**src/rtl/mem_arb_pkg.sv**
```systemverilog
// Shared types and constants for the unified-memory arbiter.
package mem_arb_pkg;

  localparam int DEF_AW = 8;
  localparam int DEF_DW = 8;

  localparam logic GNT_IF = 1'b0;
  localparam logic GNT_LS = 1'b1;

  typedef enum logic [1:0] {
    IDLE   = 2'd0,
    ACCESS = 2'd1,
    DONE   = 2'd2
  } mem_arb_state_t;

endpackage

```
**src/rtl/mem_arb_pick.sv**
```systemverilog
// Winner select between the fetch and load/store requesters.
// Build option MEM_ARB_ROUND_ROBIN_EN: ties go to the port not granted last.
// Without it, load/store always beats fetch.
module mem_arb_pick
  import mem_arb_pkg::*;
(
  input  logic if_req,
  input  logic ls_req,
  input  logic last_gnt,
  output logic gnt
);

`ifdef MEM_ARB_ROUND_ROBIN_EN
  // On a tie, alternate away from whoever was served last.
  always_comb begin
    gnt = GNT_IF;
    if (if_req && ls_req) begin
      gnt = (last_gnt == GNT_LS) ? GNT_IF : GNT_LS;
    end else if (ls_req) begin
      gnt = GNT_LS;
    end
  end
`else
  // Fixed priority: any load/store request wins over a fetch.
  always_comb begin
    gnt = GNT_IF;
    if (ls_req) begin
      gnt = GNT_LS;
    end
  end

  logic unused_last_gnt;
  assign unused_last_gnt = last_gnt ^ if_req;
`endif

endmodule

```
**src/rtl/mem_arbiter.sv**
```systemverilog
// Arbiter sharing the single-port unified memory between instruction fetch
// and load/store. Each grant runs IDLE -> ACCESS -> DONE; memory pins, read
// data, done pulses and busy are all driven from registers.
// Build option MEM_ARB_ROUND_ROBIN_EN selects round-robin tie breaking.
module mem_arbiter
  import mem_arb_pkg::*;
#(
  parameter int AW = DEF_AW,
  parameter int DW = DEF_DW
) (
  input  logic          clock,
  input  logic          reset,
  input  logic          if_req,
  input  logic [AW-1:0] if_addr,
  output logic          if_done,
  output logic [DW-1:0] if_rdata,
  input  logic          ls_req,
  input  logic          ls_we,
  input  logic [AW-1:0] ls_addr,
  input  logic [DW-1:0] ls_wdata,
  output logic          ls_done,
  output logic [DW-1:0] ls_rdata,
  output logic [AW-1:0] mem_a,
  output logic [DW-1:0] mem_wd,
  output logic          mem_we,
  input  logic [DW-1:0] mem_rd,
  output logic          busy
);

  mem_arb_state_t state, state_next;

  logic          gnt, gnt_next;
  logic          last_gnt, last_gnt_next;
  logic          pick_gnt;
  logic [AW-1:0] mem_a_next;
  logic [DW-1:0] mem_wd_next;
  logic          mem_we_next;
  logic          if_done_next, ls_done_next;
  logic [DW-1:0] if_rdata_next, ls_rdata_next;
  logic          busy_next;

  mem_arb_pick u_pick (
    .if_req   (if_req),
    .ls_req   (ls_req),
    .last_gnt (last_gnt),
    .gnt      (pick_gnt)
  );

  // State register; reset abandons any transaction in flight.
  always_ff @(posedge clock or posedge reset) begin
    if (reset) begin
      state <= IDLE;
    end else begin
      state <= state_next;
    end
  end

  // Next state plus next values of every registered output.
  always_comb begin
    state_next    = state;
    gnt_next      = gnt;
    last_gnt_next = last_gnt;
    mem_a_next    = mem_a;
    mem_wd_next   = mem_wd;
    mem_we_next   = 1'b0;
    if_done_next  = 1'b0;
    ls_done_next  = 1'b0;
    if_rdata_next = if_rdata;
    ls_rdata_next = ls_rdata;

    case (state)
      IDLE: begin
        if (if_req || ls_req) begin
          state_next    = ACCESS;
          gnt_next      = pick_gnt;
          last_gnt_next = pick_gnt;
          if (pick_gnt == GNT_LS) begin
            mem_a_next  = ls_addr;
            mem_wd_next = ls_wdata;
            mem_we_next = ls_we;
          end else begin
            mem_a_next  = if_addr;
            mem_wd_next = '0;
          end
        end
      end
      ACCESS: begin
        state_next = DONE;
        if (gnt == GNT_IF) begin
          if_rdata_next = mem_rd;
          if_done_next  = 1'b1;
        end else begin
          if (!mem_we) begin
            ls_rdata_next = mem_rd;
          end
          ls_done_next = 1'b1;
        end
      end
      DONE: begin
        state_next = IDLE;
      end
      default: begin
        state_next = IDLE;
      end
    endcase

    busy_next = (state_next != IDLE);
  end

  // Output and bookkeeping registers; last grant resets to LS so IF wins the first tie.
  always_ff @(posedge clock or posedge reset) begin
    if (reset) begin
      gnt      <= GNT_IF;
      last_gnt <= GNT_LS;
      mem_a    <= '0;
      mem_wd   <= '0;
      mem_we   <= 1'b0;
      if_done  <= 1'b0;
      ls_done  <= 1'b0;
      if_rdata <= '0;
      ls_rdata <= '0;
      busy     <= 1'b0;
    end else begin
      gnt      <= gnt_next;
      last_gnt <= last_gnt_next;
      mem_a    <= mem_a_next;
      mem_wd   <= mem_wd_next;
      mem_we   <= mem_we_next;
      if_done  <= if_done_next;
      ls_done  <= ls_done_next;
      if_rdata <= if_rdata_next;
      ls_rdata <= ls_rdata_next;
      busy     <= busy_next;
    end
  end

endmodule

```
**config.mk**
```make
export PLATFORM = sky130hd
export DESIGN_NAME = mem_arbiter
export DESIGN_NICKNAME = d
export VERILOG_FILES = /design/src/rtl/mem_arb_pkg.sv /design/src/rtl/mem_arb_pick.sv /design/src/rtl/mem_arbiter.sv
export SDC_FILE = /design/constraint.sdc
export NUM_CORES = 1
export LEC_CHECK = 0
export CORE_MARGIN = 4
export CORE_UTILIZATION = 41
export CTS_CLUSTER_SIZE = 20
export DETAILED_ROUTE_END_ITERATION = 8
export GPL_TIMING_DRIVEN = 0
export PLACE_DENSITY_LB_ADDON = 0.12
export SLEW_MARGIN = 15
export SYNTH_ARGS = -nofsm -noshare
export SYNTH_HDL_FRONTEND = slang
export SYNTH_HIERARCHICAL = 1
export SYNTH_SLANG_ARGS = --single-unit
export TNS_END_PERCENT = 10
```
**constraint.sdc**
```tcl
create_clock -name clock -period 1.75 [get_ports clock]
set_input_delay 0.35 -clock clock [delete_from_list [all_inputs] [get_ports clock]]
set_output_delay 0.35 -clock clock [all_outputs]
set_load 0.01 [all_outputs]
```
==> impl_metrics.py <==
metrics = {
    "status": {
        "outcome": "complete, no violations",
    },
    "routing": {
        "drc_errors": 0,
        "drt-pass1-iter-count": 4,
        "via_per_inst": 4.67,
        "drt_wl_total_um": 3270,
        "ant_nets": 0,
        "avgRoutedWirePerCell_um": 13.7,
        "drt_iter0_drc": 27,
        "num_vias": 1116,
    },
    "global_route": {
        "overflow": 0,
        "grt_max_degree": 40,
        "grt_pass1_vias": 1219,
        "grt_antenna_before_repair": 0,
        "track_usage_pct": 14.2,
        "grt_pass1_wl_um": 5470,
    },
    "die": {
        "pin_count": 73,
        "start_util_pct": 42.9,
        "fp-row-count": 22,
        "die_h_um": 70.3,
        "die_area_um2": 4950,
        "core_area_um2": 3720,
        "die_x_um": 70.3,
    },
    "cts": {
        "clock_path_buffers": 2,
        "numCtsBuffers": 5,
        "clkTransAtPathRegs_ns": 0.07,
        "insertion_delay_ns": 0.28,
        "htree_num_levels": 2,
        "cts_setup_buffers": 0,
        "root_buffer": "clkbuf_8",
        "post_cts_resized": 0,
        "cts_sinks": 39,
        "cts_tree": "done",
        "cts_hold_repair.buffers": 0,
    },
    "layout": {
        "syn2layout_area_growth_pct": 54.1,
        "final_cells": 239,
        "final_area_um2": 2450,
        "nets": 227,
        "n_antenna_cell": 0,
        "fin_util_pct": 66.1,
        "n_fill_cell": 298,
        "drive_gt1_share_pct": 25.7,
    },
    "critical_path": {
        "r2r-start": "state[1]",
        "slowest_stage": "clkdlybuf4s50_1",
        "regToRegSetupSlack_ns": 0.26,
        "critPathCaptureType": "output port",
        "path_class": "flop to output port",
        "slowest_delay_ns": 0.58,
        "cp_cell_sequence": "clkdlybuf4s50_1",
        "cp_data_required_time_ns": 1.40,
        "rr_endpoint": "ls_rdata[4]",
        "crit_path_start_kind": "flop",
        "reg2reg_depth": 3,
        "worstPathArrival_ns": 1.25,
        "critPathMaxFanout": 2,
        "critPathTopFamily": "buffers and inverters",
        "timing.critical_path.buf_inv": 1,
    },
    "timing": {
        "min_period_over_period_pct": 91.7,
        "setup-violations-final": 0,
        "max_freq_ghz": 0.623,
        "rsz0062_at_grt": "no",
        "worst_pin_slew_ns": 0.760,
        "fin_ws_ns": 0.145,
        "finClkSkew_ns": 0.00662,
        "final_max_slew_viol_count": 0,
        "relSlewSlack_pct": 49.2,
        "finalCriticalPeriod_ns": 1.60,
        "hold_violations": 0,
    },
    "placement": {
        "place_area_um2": 2370,
        "pre_cts_ws_ns": -0.158,
        "dp_cells": 231,
        "port-buffer-count": 72,
        "hpwl_um": 2590,
        "gp_congestion": 0.720,
    },
    "min_path": {
        "hp-class": "flop to flop",
        "hold_path_depth": 1,
        "hold_start": "if_rdata[4]",
        "hold_end": "if_rdata[4]",
    },
    "yosys": {
        "syn-num-nets": 148,
        "netlist_area_um2": 1590,
        "synth_warnings": 6,
        "avgSynthCellArea_um2": 14.3,
        "syn_inst": 111,
    },
    "power": {
        "peakVddDrop_mv": 0.757,
        "p_total_w": 0.00399,
        "pwr_density_cell_nw_per_um2": 1630,
        "p_leak_nw": 1.06,
    },
    "flow_run": {
        "maxCapViolations": 0,
    },
}
==> area by class of cell <==
class	count	area (um^2)	share of cell area (%)
Multi-Input combinational cell	57	553	22.5
Sequential cell	39	976	39.8
Tap cell	48	60.1	2.45
Inverter	10	37.5	1.53
Clock buffer	7	76.3	3.11
Timing Repair Buffer	72	721	29.4
Buffer	5	26.3	1.07
Clock inverter	1	5.00	0.204
==> cell usage in the layout (no fill, tap or decap), drive strengths merged <==
cell	count
and2	1
nor2	2
buf	4
inv	10
nand2	8
dfrtp	39
clkbuf	8
mux2i	8
clkdlybuf4s50	72
and3	1
nor3	1
or2	1
clkinv	1
nor3b	1
mux2	33
nand2b	1
==> worst max path at each step <==
stage                              to  slack, ns  depth (start not counted)  startpoint
after global placement       mem_a[1]      -0.24                          2       reset
after global routing           mem_we       0.09                          1      mem_we
after floorplan           ls_rdata[0]       0.41                          3    state[1]
final                          mem_we       0.15                          1      mem_we
after CTS                      mem_we       0.12                          1      mem_we
after detailed placement     mem_a[0]      -0.16                          5      ls_req
==> report_power, final <==
group          switching, W  internal, W  leakage [nW]
registers          0.000221      0.00133         0.474
clock network      0.000279     0.000279        0.0422
logic              0.000692      0.00119         0.542
total               0.00119      0.00280          1.06
==> per-stage QoR <==
step	TNS (ns)	hold WS, ns
after floorplan	0	0.496
after global placement	-10.47	0.488
after detailed placement	-1.77	0.499
after CTS	0	0.512
after global routing	0	0.518
final	0	0.506
==> state kept, by name, indices dropped and copies added (netlist names) <==
name      cells
state         2
ls_rdata      8
busy          1
mem_we        1
ls_done       1
if_rdata      8
gnt           1
mem_a         8
mem_wd        8
if_done       1
==> metal layers <==
layer  vias to the layer above  GRT usage (%)  part of all wire, %
li1                        526              -                    -
met1                       538           15.6                   39
met2                        46           24.8                   52
met3                         6           4.17                  7.2
met4                         0           7.02                  1.5
met5                         -              0                    0
(Power assumes the default switching activity.)
